[config.mk]
export PLATFORM = sky130hd
export DESIGN_NAME = irq_sequencer
export DESIGN_NICKNAME = d
export VERILOG_FILES = /design/src/rtl/irq_pkg.sv /design/src/rtl/irq_prio_enc.sv /design/src/rtl/irq_sequencer.sv
export SDC_FILE = /design/constraint.sdc
export NUM_CORES = 1
export LEC_CHECK = 0
export CAP_MARGIN = 20
export CORE_AREA = 2 2 60 62
export DETAILED_ROUTE_END_ITERATION = 7
export DIE_AREA = 0 0 62 64
export GPL_TIMING_DRIVEN = 0
export PLACE_DENSITY = 0.79
export REMOVE_ABC_BUFFERS = 1
export SLEW_MARGIN = 10
export SYNTH_ARGS = -nofsm -noshare
export SYNTH_HDL_FRONTEND = slang
export SYNTH_SLANG_ARGS = --single-unit
[constraint.sdc]
create_clock -name clk -period 3.1 [get_ports clk]
set_input_delay 0.93 -clock clk [delete_from_list [all_inputs] [get_ports clk]]
set_output_delay 0.93 -clock clk [all_outputs]
set_load 0.02 [all_outputs]
[src/rtl/irq_pkg.sv]
`default_nettype none
// ============================================================================
// Module      : irq_pkg
// Description : Shared constants and FSM state type for the interrupt
//               sequencer (line count, id width, reset mask, states).
// Revision    : 1.0 - initial release
// ============================================================================
package irq_pkg;

    localparam int NUM_IRQ = 8;
    localparam int ID_W    = $clog2(NUM_IRQ);

    localparam logic [NUM_IRQ-1:0] MASK_RST_DEFAULT = 8'hFF;

    typedef enum logic [1:0] {
        IDLE = 2'd0,
        REQ  = 2'd1,
        SVC  = 2'd2
    } state_t;

endpackage
`default_nettype wire

[src/rtl/irq_prio_enc.sv]
`default_nettype none
// ============================================================================
// Module      : irq_prio_enc
// Description : Fixed-priority encoder; lowest set index of the eligible
//               vector wins.
// Revision    : 1.0 - initial release
// ============================================================================
module irq_prio_enc
    import irq_pkg::*;
(
    input  logic [NUM_IRQ-1:0] eligible,
    output logic               any,
    output logic [ID_W-1:0]    sel
);

    // Scan from the top down so the lowest set index overwrites last
    always_comb begin
        any = |eligible;
        sel = '0;
        for (int i = NUM_IRQ - 1; i >= 0; i--) begin
            if (eligible[i]) begin
                sel = ID_W'(i);
            end
        end
    end

endmodule
`default_nettype wire

[src/rtl/irq_sequencer.sv]
`default_nettype none
// ============================================================================
// Module      : irq_sequencer
// Description : Edge-detecting, maskable interrupt controller presenting one
//               non-nesting interrupt at a time via req/ack/eoi handshake.
// Revision    : 1.0 - initial release
// ============================================================================
module irq_sequencer
    import irq_pkg::*;
#(
    parameter logic [NUM_IRQ-1:0] MASK_RST = MASK_RST_DEFAULT
) (
    input  logic               clk,
    input  logic               rst,
    input  logic [NUM_IRQ-1:0] irq_in,
    input  logic               mask_we,
    input  logic [NUM_IRQ-1:0] mask_wdata,
    input  logic               int_ack,
    input  logic               eoi,
    output logic               int_req,
    output logic [ID_W-1:0]    int_id,
    output logic               in_service,
    output logic [NUM_IRQ-1:0] pending_q,
    output logic [NUM_IRQ-1:0] mask_q
);

    state_t             state;
    logic [NUM_IRQ-1:0] irq_prev;
    logic [NUM_IRQ-1:0] rise;
    logic [NUM_IRQ-1:0] clr;
    logic [NUM_IRQ-1:0] eligible;
    logic               any_eligible;
    logic [ID_W-1:0]    sel;
    logic               withdraw;

    // irq_prev resets low, so a line held high at reset release is an edge
    assign rise     = irq_in & ~irq_prev;
    assign eligible = pending_q & ~mask_q;
    assign withdraw = mask_q[int_id] | ~pending_q[int_id];

    // Acknowledge clears exactly the presented line, and only while in REQ
    always_comb begin
        clr = '0;
        if (state == REQ && int_ack) begin
            clr[int_id] = 1'b1;
        end
    end

    irq_prio_enc u_prio_enc (
        .eligible (eligible),
        .any      (any_eligible),
        .sel      (sel)
    );

    // Edge history, sticky pending bits (set beats clear) and mask register
    always_ff @(posedge clk or posedge rst) begin
        if (rst) begin
            irq_prev  <= '0;
            pending_q <= '0;
            mask_q    <= MASK_RST;
        end else begin
            irq_prev  <= irq_in;
            pending_q <= (pending_q & ~clr) | rise;
            if (mask_we) begin
                mask_q <= mask_wdata;
            end
        end
    end

    // Handshake FSM with registered outputs; int_id is frozen outside IDLE
    always_ff @(posedge clk or posedge rst) begin
        if (rst) begin
            state      <= IDLE;
            int_req    <= 1'b0;
            int_id     <= '0;
            in_service <= 1'b0;
        end else begin
            case (state)
                IDLE: begin
                    if (any_eligible) begin
                        int_id  <= sel;
                        int_req <= 1'b1;
                        state   <= REQ;
                    end
                end
                REQ: begin
                    if (int_ack) begin
                        int_req    <= 1'b0;
                        in_service <= 1'b1;
                        state      <= SVC;
                    end else if (withdraw) begin
                        int_req <= 1'b0;
                        state   <= IDLE;
                    end
                end
                SVC: begin
                    if (eoi) begin
                        in_service <= 1'b0;
                        state      <= IDLE;
                    end
                end
                default: begin
                    int_req    <= 1'b0;
                    in_service <= 1'b0;
                    state      <= IDLE;
                end
            endcase
        end
    end

endmodule
`default_nettype wire

After elaboration in Yosys (flattened, before gate mapping)
Cells that the tools add are included.
- word-level logic and storage cells: 61
- register bits: 31
- bitwise operators: 11
- multiplexer cells: 27
- reduce and logical (&&, ||, !) cells: 8
- equal/unequal tests: 6
- $lt $le $gt $ge: 2
- operator list (operator ; count):
    $and 8x8->8 ; 3
    $mux 3 ; 8
    $not 8->8 ; 3
    $reduce_and 3->1 ; 3
    $mux 1 ; 8
    $mux 2 ; 4
    $mux 8 ; 1
    $or 8x8->8 ; 1
    $reduce_or 8->1 ; 1
    $bmux 1 s3 ; 2
    $ne 2x2->1 const B ; 3
    $pmux 1 s3 ; 2
    $pmux 2 s3 ; 1
    $lt 3x4->1 const B ; 1
    $demux 1 s3 ; 1
    $ge 3x1->1 const B ; 1
    $ne 3x3->1 const B ; 1
    $not 1->1 ; 3
    $eq 2x1->1 const B ; 1
    $eq 2x2->1 const B ; 1
    $logic_and 1x1->1 ; 2
    $logic_not 2->1 ; 1
    $reduce_and 2->1 ; 1
    $or 1x1->1 ; 1

Longest topological paths before layout
Gate-level depths: netlist of run 1.
- depth in word-level cells: 10
- mapped depth: 7
- depth with buffers taken out: 5

Cells and area by module
From an unflattened synthesis of run 1, not the netlist that was laid out.
- cells, all modules: 132
- area, all modules: 1465.2 um^2
- by module, submodules not included (module ; times used ; area each (um^2) ; cells an instance ; seq. area each (um^2)):
    irq_sequencer ; 1 ; 1383.8 ; 119 ; 785.8
    irq_prio_enc ; 1 ; 81.3 ; 13 ; 0.0

Least setup slack after synthesis of run 1
No wires, ideal clock.
- path kind: input port to flip-flop
- start point: input port int_ack
- end point: register int_req
- required time: 2.978 ns
- data arrival time: 1.680 ns
- path buffers: 0
- stages on the path: 5
- setup slack: 1.298 ns
- path through: nor3b_1 > o21ai_0 > a311oi_1 > a31oi_1 > a2bb2oi_2
- word-level cells in the longest chain between the ends: 2
- elaborated cells on any way between the ends: 4
- ends and longest elaborated chain (what ; RTL line ; source):
    start, declared ; irq_sequencer.sv:18 ; input logic int_ack,
    $ne 3x3->1 (no line) / $mux 1 (equally long branches) ; - ;
    $reduce_and 3->1 (no line) / $pmux 1 s3 (equally long branches) ; - ;
    end signal, assigned ; irq_sequencer.sv:74 ; int_req <= 1'b0;
    end signal, assigned ; irq_sequencer.sv:82 ; int_req <= 1'b1;
    end signal, assigned ; irq_sequencer.sv:88 ; int_req <= 1'b0;
    end, declared ; irq_sequencer.sv:20 ; output logic int_req,
Parallel ways exist; a longest one is shown, timed or not.
A chain may end at the register's enable or synchronous reset.

Final worst setup path of run 1
- start point: register int_id[1]
- end point: output port int_id[1]
- RTL lines (what ; RTL line ; source):
    start, declared ; irq_sequencer.sv:21 ; output logic [ID_W-1:0] int_id,
    start signal, assigned ; irq_sequencer.sv:81 ; int_id <= sel;
No word-level cell between the ends.

==> report_table.html, run 1 <==
<table>
<tr><th>Metric</th><th>Value</th></tr>
<tr><th colspan="2">Outcome</th></tr>
<tr><td>Run status</td><td>completed</td></tr>
<tr><th colspan="2">Clock tree</th></tr>
<tr><td>Maximum level of the CTS H-tree</td><td>2</td></tr>
<tr><td>CTS tree</td><td>done</td></tr>
<tr><td>Total clock buffers created by CTS</td><td>5</td></tr>
<tr><td>Clock transition at the registers of the reported paths</td><td>0.08 ns</td></tr>
<tr><td>Post-CTS Resized</td><td>0</td></tr>
<tr><td>Post-CTS setup repair buffer count</td><td>0</td></tr>
<tr><td>Number of hold buffers added after CTS</td><td>0</td></tr>
<tr><td>Total number of clock tree sinks</td><td>31</td></tr>
<tr><td>Clock tree root driver cell</td><td>sky130_fd_sc_hd__clkbuf_4</td></tr>
<tr><td>Insertion delay of the later-clocked pin in the worst-skew pair</td><td>around 0.33 ns</td></tr>
<tr><td>Maximum root-to-sink buffer count</td><td>2</td></tr>
<tr><th colspan="2">Yosys</th></tr>
<tr><td>Average size of a mapped cell</td><td>10.6 um^2</td></tr>
<tr><td>Share of the yosys chip area belonging to registers</td><td>0.538</td></tr>
<tr><td>Library cell with the highest instance count after synthesis</td><td>sky130_fd_sc_hd__dfrtp_1</td></tr>
<tr><td>Mapped cell area</td><td>0.00146 mm^2</td></tr>
<tr><td>Unique cell type count in the Yosys netlist</td><td>32</td></tr>
<tr><td>Most instantiated cells after synthesis</td><td>sky130_fd_sc_hd__dfrtp_1 (23), sky130_fd_sc_hd__o21ai_0 (20), sky130_fd_sc_hd__inv_1 (10)</td></tr>
<tr><td>Post-synth top area cell</td><td>sky130_fd_sc_hd__dfrtp_1</td></tr>
<tr><td>Post-synthesis cell count</td><td>between 100 and 150</td></tr>
<tr><td>Share of flip-flops with an asynchronous set or reset after synthesis</td><td>1.00</td></tr>
<tr><td>Yosys warning count</td><td>0</td></tr>
<tr><td>Synth top area cells</td><td>sky130_fd_sc_hd__dfrtp_1 (39%), sky130_fd_sc_hd__dfstp_2 (14%), sky130_fd_sc_hd__mux2_2 (6.9%), sky130_fd_sc_hd__o21ai_0 (6.9%), sky130_fd_sc_hd__nand2b_1 (3.4%)</td></tr>
<tr><td>Flip-flop and latch count after synthesis</td><td>31</td></tr>
<tr><td>Number of synthesized flops with an enable pin</td><td>0</td></tr>
<tr><td>Area share of the leading cell type in the synthesized netlist</td><td>0.394</td></tr>
<tr><td>Main flop type after synthesis</td><td>sky130_fd_sc_hd__dfrtp_1</td></tr>
<tr><th colspan="2">Setup path</th></tr>
<tr><td>Critical Path Sink Type</td><td>output pin</td></tr>
<tr><td>Cell-by-cell listing of the critical path</td><td>clkdlybuf4s50_1</td></tr>
<tr><td>Worst r2r dst</td><td>int_req</td></tr>
<tr><td>Cell family contributing the most delay on the critical path</td><td>buffers and inverters</td></tr>
<tr><td>Data required time of the critical path</td><td>~2.2 ns</td></tr>
<tr><td>Worst reg-to-reg setup slack</td><td>1.34 ns</td></tr>
<tr><td>Critical path's slowest cell</td><td>sky130_fd_sc_hd__clkdlybuf4s50_1</td></tr>
<tr><td>Launching point of the worst reg2reg path</td><td>int_id[0]</td></tr>
<tr><td>Class of the most critical setup path</td><td>reg2out</td></tr>
<tr><td>Kind of launch point of the worst setup path</td><td>flop</td></tr>
<tr><td>Crit path arrival time</td><td>approximately 1.7 ns</td></tr>
<tr><td>Worst-path maximum fanout</td><td>16</td></tr>
<tr><td>Count of buffering cells on the critical path with inverters included</td><td>1</td></tr>
<tr><td>Path depth of the worst reg2reg path</td><td>4</td></tr>
<tr><td>Stage delay of the slowest cell on the critical path</td><td>around 0.70 ns</td></tr>
<tr><th colspan="2">Floorplanning</th></tr>
<tr><td>I/O Pins</td><td>42</td></tr>
<tr><td>Initial standard-cell utilization of the core</td><td>0.445</td></tr>
<tr><td>Die ar.</td><td>between 0.003 and 0.004 mm^2</td></tr>
<tr><td>Die width</td><td>62 um</td></tr>
<tr><td>Chip height</td><td>approximately 64 um</td></tr>
<tr><td>Floorplan Core Area</td><td>between 0.003 and 0.004 mm^2</td></tr>
<tr><td>Number of rows created at floorplan</td><td>21</td></tr>
<tr><th colspan="2">Global routing</th></tr>
<tr><td>Initial antenna violation count</td><td>0</td></tr>
<tr><td>Leftover overflow at the end of global routing</td><td>0</td></tr>
<tr><td>GRT Overall Usage</td><td>0.189</td></tr>
<tr><td>Vias in the first global route</td><td>1224</td></tr>
<tr><td>Global-route wire length before repair</td><td>5.51 mm</td></tr>
<tr><td>Maximum number of pins on one net before global-route repair</td><td>32</td></tr>
<tr><th colspan="2">Layout</th></tr>
<tr><td>Net total in the final layout</td><td>between 200 and 250</td></tr>
<tr><td>Share of cells above drive strength 1</td><td>0.143</td></tr>
<tr><td>Area of all placed cells without fillers</td><td>0.00197 mm^2</td></tr>
<tr><td>Fill cells</td><td>~300</td></tr>
<tr><td>Antenna diodes</td><td>0</td></tr>
<tr><td>Layout overhead on the synthesized area</td><td>34.9%</td></tr>
<tr><th colspan="2">Route</th></tr>
<tr><td>Number of remaining DRC errors</td><td>0</td></tr>
<tr><td>Drt first pass iters</td><td>4</td></tr>
<tr><td>Via count</td><td>roughly 1.2k</td></tr>
<tr><td>DR WL/cell</td><td>14.7 um</td></tr>
<tr><td>Final Routed Wirelength</td><td>around 3.3 mm</td></tr>
<tr><td>Antenna-violating nets left</td><td>0</td></tr>
<tr><td>Via/cell ratio</td><td>approximately 5.3</td></tr>
<tr><td>Number of DRC markers after the initial detailed-route iteration</td><td>73</td></tr>
<tr><th colspan="2">Placed design</th></tr>
<tr><td>DP Area</td><td>0.00189 mm^2</td></tr>
<tr><td>Gp weighted congestion</td><td>about 0.83</td></tr>
<tr><td>Detailed placer's ending HPWL</td><td>roughly 2.5 mm</td></tr>
<tr><td>Pre-CTS setup slack</td><td>~0.7 ns</td></tr>
<tr><td>Count of port buffers added during placement</td><td>41</td></tr>
<tr><th colspan="2">Worst hold path</th></tr>
<tr><td>Hold wc startpoint</td><td>irq_prev[6]</td></tr>
<tr><td>Path category of the worst min-delay check</td><td>reg2reg</td></tr>
<tr><td>WHS Path Cells</td><td>1</td></tr>
<tr><td>Capture endpoint of the worst hold path</td><td>pending_q[6]</td></tr>
<tr><th colspan="2">Pwr</th></tr>
<tr><td>PnR Total Power</td><td>roughly 1500 uW</td></tr>
<tr><td>Leakage power</td><td>0.000777 uW</td></tr>
<tr><td>Power density over the cells</td><td>770 mW/mm^2</td></tr>
<tr><td>Worst VDD drop</td><td>around 0.32 mV</td></tr>
<tr><th colspan="2">Timing</th></tr>
<tr><td>Final-layout setup total negative slack</td><td>0 ns</td></tr>
<tr><td>Final setup violation count</td><td>0</td></tr>
<tr><td>Max-slew violations</td><td>0</td></tr>
<tr><td>Setup repair after global routing missed its margin</td><td>no</td></tr>
<tr><td>Fmax</td><td>about 380 MHz</td></tr>
<tr><td>Relative slew margins</td><td>0.621</td></tr>
<tr><td>Final Hold Slack</td><td>0.420 ns</td></tr>
<tr><td>Clock Skews</td><td>around 0.0086 ns</td></tr>
<tr><td>Hold violation count in the final report</td><td>0</td></tr>
<tr><td>Tightest Pin Transition</td><td>roughly 0.56 ns</td></tr>
<tr><td>Post-route fraction of the period consumed by the critical path</td><td>0.846</td></tr>
<tr><td>Post-route worst setup slack</td><td>0.476 ns</td></tr>
<tr><td>Clock period minus final worst setup slack</td><td>2.62 ns</td></tr>
<tr><th colspan="2">Job</th></tr>
<tr><td>Number of maximum-capacitance violations</td><td>0</td></tr>
</table>
[through the flow]
| stage | util | cells |
|---|---|---|
| floorplan | - | 132 |
| finish | 0.600 | 228 |
| global route | 0.600 | 228 |
| CTS | 0.591 | 227 |
| detailed placement | 0.576 | 219 |
| global placement | 0.576 | 219 |
[power breakdown]
group	internal, uW	switching (uW)	leakage (uW)
registers	502	160	0.000335
logic	330	312	0.000416
clock network	90.1	123	0.0000265
[logic make-up (layout without fill, tap and decap cells)]
kind of cell | Yosys count | after routing | synth area share
and+or+nand+nor | 40 | 40 | 0.155
muxes | 12 | 12 | 0.0900
AOI/OAI and AO/OA | 39 | 39 | 0.167
buffers and inverters | 16 | 60 | 0.0497
DFF | 31 | 31 | 0.538
[worst max path at each step]
stage / start / to / depth (start not counted)
after global routing: int_id[1] / int_id[1] / 1
after detailed placement: int_ack / int_req / 6
final: int_id[1] / int_id[1] / 1
after floorplan: int_ack / int_req / 5
after CTS: int_id[1] / int_id[1] / 1
after global placement: int_ack / int_req / 6
[cells in the final DEF, fill, tap and decap left out, types with 3 or more instances in the layout]
master,synthesis,layout
sky130_fd_sc_hd__clkdlybuf4s50_1,0,41
sky130_fd_sc_hd__dfrtp_1,23,23
sky130_fd_sc_hd__o21ai_0,20,20
sky130_fd_sc_hd__mux2_2,9,9
sky130_fd_sc_hd__inv_1,10,9
sky130_fd_sc_hd__nor2b_1,8,8
sky130_fd_sc_hd__nand2b_1,8,8
sky130_fd_sc_hd__dfstp_2,8,8
sky130_fd_sc_hd__nand2_1,6,6
sky130_fd_sc_hd__a21oi_1,6,6
sky130_fd_sc_hd__nor2_1,5,5
sky130_fd_sc_hd__clkbuf_4,0,5
sky130_fd_sc_hd__nand3_1,4,4
sky130_fd_sc_hd__o31ai_1,4,4
sky130_fd_sc_hd__mux2i_1,3,3
sky130_fd_sc_hd__nand3b_1,3,3
sky130_fd_sc_hd__clkbuf_1,1,3
[sequential cells by signal, indices dropped and copies added, names as in the netlist]
name,count
in_service,1
int_id,3
int_req,1
irq_prev,8
mask_q,8
pending_q,8
state,2
[final cells by class]
cell class	count	area (um^2)	share of cell area
clock buffers	8	48.8	0.0248
repair buffers	42	438	0.222
multi-input cells	91	602	0.306
inverters	10	37.5	0.0191
flip-flops and latches	31	786	0.399
well taps	46	57.6	0.0292
[routing by layer]
metal | vias up | part of all wire | global-route usage
met2 | 66 | 0.50 | 0.289
li1 | 573 | - | -
met1 | 569 | 0.40 | 0.242
met5 | - | 0 | 0
met4 | 0 | 0.020 | 0.0718
met3 | 10 | 0.084 | 0.0648
Power figures use the tool's default switching activity.
==> inputs of run 2 (changes only) <==
--- a/config.mk
+++ b/config.mk
@@ -6,11 +6,11 @@
 export NUM_CORES = 1
 export LEC_CHECK = 0
 export CAP_MARGIN = 20
-export CORE_AREA = 2 2 60 62
+export CORE_AREA = 2 2 62 64
 export DETAILED_ROUTE_END_ITERATION = 7
-export DIE_AREA = 0 0 62 64
+export DIE_AREA = 0 0 64 66
 export GPL_TIMING_DRIVEN = 0
-export PLACE_DENSITY = 0.79
+export PLACE_DENSITY = 0.78
 export REMOVE_ABC_BUFFERS = 1
 export SLEW_MARGIN = 10
 export SYNTH_ARGS = -nofsm -noshare
==> constraint.sdc (replaced) <==
create_clock -name clk -period 2.1 [get_ports clk]
set_input_delay 0.63 -clock clk [delete_from_list [all_inputs] [get_ports clk]]
set_output_delay 0.63 -clock clk [all_outputs]
set_load 0.02 [all_outputs]
==> run 2 against run 1 <==
  * Sequential share of layout area is 0.19 points lower
  * Sequential power is 41% higher
  * Core utilization is 4.0 points lower
  * Clock power is 64% higher
  * Design area is 0.95% higher
  * Setup slack worse by 0.38 ns
  * Die area is 6.5% higher
  * Via count is 3.8% lower
  * Global-route usage is 1.1 points lower
  * First-iteration DRC count is 56% lower
  * Combinational power is 52% higher
  * Largest cell class unchanged
==> report_table.html, run 2 (synthesis gave the netlist of run 1 again) <==
<table>
<tr><th>Metric</th><th>Value</th></tr>
<tr><th colspan="2">Outcome</th></tr>
<tr><td>Run status</td><td>completed</td></tr>
<tr><th colspan="2">Timing</th></tr>
<tr><td>Clock period minus final worst setup slack</td><td>~2 ns</td></tr>
<tr><td>Fmax</td><td>approximately 500 MHz</td></tr>
<tr><td>Relative slew margins</td><td>0.632</td></tr>
<tr><td>Final setup violation count</td><td>0</td></tr>
<tr><td>Clock Skews</td><td>between 0.003 and 0.004 ns</td></tr>
<tr><td>Tightest Pin Transition</td><td>roughly 0.55 ns</td></tr>
<tr><td>Max-slew violations</td><td>0</td></tr>
<tr><td>Post-route fraction of the period consumed by the critical path</td><td>0.955</td></tr>
<tr><td>Setup repair after global routing missed its margin</td><td>no</td></tr>
<tr><td>Hold violation count in the final report</td><td>0</td></tr>
<tr><th colspan="2">Setup path</th></tr>
<tr><td>Logic depth of the worst path, buffers included</td><td>1</td></tr>
<tr><td>Worst r2r dst</td><td>int_req</td></tr>
<tr><td>Critical Path Sink Type</td><td>output pin</td></tr>
<tr><td>Class of the most critical setup path</td><td>reg2out</td></tr>
<tr><td>Launching point of the worst reg2reg path</td><td>int_id[0]</td></tr>
<tr><td>Capturing instance or port of the critical path</td><td>pending_q[3]</td></tr>
<tr><td>Cell family contributing the most delay on the critical path</td><td>buffers and inverters</td></tr>
<tr><td>Worst reg-to-reg setup slack</td><td>between 0.3 and 0.4 ns</td></tr>
<tr><td>Stage delay of the slowest cell on the critical path</td><td>approximately 0.63 ns</td></tr>
<tr><td>Data required time of the critical path</td><td>between 1 and 1.5 ns</td></tr>
<tr><td>Crit path arrival time</td><td>about 1.4 ns</td></tr>
<tr><td>Worst-path maximum fanout</td><td>5</td></tr>
<tr><td>Count of buffering cells on the critical path with inverters included</td><td>1</td></tr>
<tr><td>Path depth of the worst reg2reg path</td><td>4</td></tr>
<tr><td>Kind of launch point of the worst setup path</td><td>flop</td></tr>
<tr><td>Start point of the critical path</td><td>pending_q[3]</td></tr>
<tr><td>Cell-by-cell listing of the critical path</td><td>clkdlybuf4s50_1</td></tr>
<tr><td>Critical path's slowest cell</td><td>sky130_fd_sc_hd__clkdlybuf4s50_1</td></tr>
<tr><th colspan="2">Floorplanning</th></tr>
<tr><td>Chip height</td><td>between 60 and 70 um</td></tr>
<tr><td>Initial standard-cell utilization of the core</td><td>0.411</td></tr>
<tr><td>I/O Pins</td><td>42</td></tr>
<tr><td>Die width</td><td>about 64 um</td></tr>
<tr><td>Floorplan Core Area</td><td>between 0.003 and 0.004 mm^2</td></tr>
<tr><td>Die ar.</td><td>~0.0042 mm^2</td></tr>
<tr><td>Number of rows created at floorplan</td><td>22</td></tr>
<tr><th colspan="2">Layout</th></tr>
<tr><td>Share of cells above drive strength 1</td><td>0.175</td></tr>
<tr><td>Sequential cell area</td><td>790 um^2</td></tr>
<tr><td>Area of combinational cells with multiple inputs</td><td>~600 um^2</td></tr>
<tr><td>Layout overhead on the synthesized area</td><td>36.2%</td></tr>
<tr><td>Top flop regs</td><td>irq_prev x8, mask_q x8, pending_q x8</td></tr>
<tr><td>Antenna diodes</td><td>0</td></tr>
<tr><td>Fill cells</td><td>between 300 and 400</td></tr>
<tr><td>Number of standard cells in the layout, taps in and fillers out</td><td>approximately 230</td></tr>
<tr><td>Net total in the final layout</td><td>about 200</td></tr>
<tr><td>Commonest cells after routing, fill and taps aside</td><td>sky130_fd_sc_hd__clkdlybuf4s50_1 (30), sky130_fd_sc_hd__o21ai_0 (20), sky130_fd_sc_hd__dfrtp_1 (20)</td></tr>
<tr><td>Most common library cell in the layout ignoring fill and taps</td><td>sky130_fd_sc_hd__clkdlybuf4s50_1</td></tr>
<tr><td>Area of all placed cells without fillers</td><td>slightly below 0.002 mm^2</td></tr>
<tr><th colspan="2">Pwr</th></tr>
<tr><td>Worst VDD drop</td><td>approximately 0.42 mV</td></tr>
<tr><td>Clock network fraction of total power</td><td>0.155</td></tr>
<tr><td>Net switching power</td><td>870 uW</td></tr>
<tr><td>Cell Int Power</td><td>~1400 uW</td></tr>
<tr><td>Power density over the cells</td><td>roughly 1100 mW/mm^2</td></tr>
<tr><td>Proportion of power drawn by flip-flops and latches</td><td>0.415</td></tr>
<tr><td>Switching Fraction</td><td>0.385</td></tr>
<tr><td>Combinational power share</td><td>0.431</td></tr>
<tr><td>Leakage power</td><td>0.000813 uW</td></tr>
<tr><th colspan="2">Route</th></tr>
<tr><td>Number of DRC markers after the initial detailed-route iteration</td><td>32</td></tr>
<tr><td>Number of remaining DRC errors</td><td>0</td></tr>
<tr><td>DR WL/cell</td><td>roughly 14 um</td></tr>
<tr><td>Drt first pass iters</td><td>4</td></tr>
<tr><td>Antenna-violating nets left</td><td>0</td></tr>
<tr><td>Via count</td><td>around 1.2k</td></tr>
<tr><td>Final Routed Wirelength</td><td>between 3 and 4 mm</td></tr>
<tr><td>Via/cell ratio</td><td>between 5 and 6</td></tr>
<tr><th colspan="2">Global routing</th></tr>
<tr><td>GRT Overall Usage</td><td>0.178</td></tr>
<tr><td>Vias in the first global route</td><td>between 1k and 1.5k</td></tr>
<tr><td>Global-route wire length before repair</td><td>between 5 and 6 mm</td></tr>
<tr><td>Initial antenna violation count</td><td>0</td></tr>
<tr><td>Maximum number of pins on one net before global-route repair</td><td>32</td></tr>
<tr><td>Leftover overflow at the end of global routing</td><td>0</td></tr>
<tr><th colspan="2">Worst hold path</th></tr>
<tr><td>Path category of the worst min-delay check</td><td>reg2reg</td></tr>
<tr><td>Hold wc startpoint</td><td>irq_prev[4]</td></tr>
<tr><th colspan="2">Clock tree</th></tr>
<tr><td>Insertion delay of the later-clocked pin in the worst-skew pair</td><td>roughly 0.32 ns</td></tr>
<tr><td>Clock tree root driver cell</td><td>sky130_fd_sc_hd__clkbuf_4</td></tr>
<tr><td>Maximum level of the CTS H-tree</td><td>2</td></tr>
<tr><td>Number of hold buffers added after CTS</td><td>0</td></tr>
<tr><td>CTS tree</td><td>done</td></tr>
<tr><td>Maximum root-to-sink buffer count</td><td>2</td></tr>
<tr><td>Total clock buffers created by CTS</td><td>5</td></tr>
<tr><td>Clock transition at the registers of the reported paths</td><td>roughly 0.09 ns</td></tr>
<tr><td>Total number of clock tree sinks</td><td>31</td></tr>
<tr><th colspan="2">Placed design</th></tr>
<tr><td>Number of cells in the design after placement</td><td>around 220</td></tr>
<tr><td>Count of port buffers added during placement</td><td>41</td></tr>
<tr><td>DP Area</td><td>between 0.0015 and 0.002 mm^2</td></tr>
<tr><td>Gp weighted congestion</td><td>about 0.84</td></tr>
<tr><td>Detailed placer's ending HPWL</td><td>2.51 mm</td></tr>
<tr><th colspan="2">Job</th></tr>
<tr><td>Number of maximum-capacitance violations</td><td>0</td></tr>
</table>
## run 2: changes by cell type in the layout (fill, tap and decap cells not counted), moves of 2 or more
cell / previous run / this run
sky130_fd_sc_hd__dlymetal6s2s_1: 0 / 2
sky130_fd_sc_hd__clkbuf_1: 3 / 1
sky130_fd_sc_hd__clkdlybuf4s50_1: 41 / 30
sky130_fd_sc_hd__dfrtp_2: 0 / 3
sky130_fd_sc_hd__dfrtp_1: 23 / 20
sky130_fd_sc_hd__dlygate4sd2_1: 0 / 9
## run 2: how the worst min path moves through the flow
stage              endpoint  slack, ns  cells past startpoint
2_1_floorplan  pending_q[0]       0.40                      1
3_3_place_gp   pending_q[3]       0.40                      1
3_5_place_dp   pending_q[0]       0.41                      1
4_1_cts        pending_q[0]       0.42                      1
5_1_grt        pending_q[2]       0.45                      1
6_report       pending_q[4]       0.42                      1
## run 2: per-layer routing
layer  GRT usage  up-vias  part of all wire
met5           0        -                 0
li1            -      574                 -
met2       0.302       41              0.49
met1       0.207      553              0.42
met4      0.0652        0             0.015
met3      0.0630        4             0.076
## run 2: timing repair
item | CTS | global route
gates cloned | 0 | 0
buffers inserted | 1 | 0
endpoints found under the setup margin | 11 | 2
resized for setup | 12 | 2
## run 2: power groups by stage
stage / sequential (uW) / clock, uW / combinational (uW)
after floorplan: 1050 / 0 / 456
after global placement: 982 / 0 / 924
after detailed placement: 991 / 0 / 929
after CTS: 940 / 361 / 975
after global routing: 970 / 395 / 1070
final: 936 / 350 / 973
## run 2: layout make-up
class	count	share of cell area
clock buffer	7	0.0277
timing repair buffer	43	0.221
clock inverter	1	0.00252
inverter	10	0.0189
tap	48	0.0302
sequential	31	0.397
multi-input combinational	91	0.303
## run 2: through the flow
| stage | setup WS (ns) | total power, uW | utilization | setup TNS, ns | hold slack, ns |
|---|---|---|---|---|---|
| finish | 0.0949 | 2260 | 0.560 | 0 | 0.422 |
| CTS | 0.0256 | 2280 | 0.551 | 0 | 0.424 |
| detailed placement | -0.166 | 1920 | 0.534 | -0.237 | 0.412 |
| global route | 0.0290 | 2430 | 0.560 | 0 | 0.448 |
| floorplan | 0.410 | 1510 | - | 0 | 0.400 |
| global placement | -0.213 | 1910 | 0.534 | -0.327 | 0.401 |
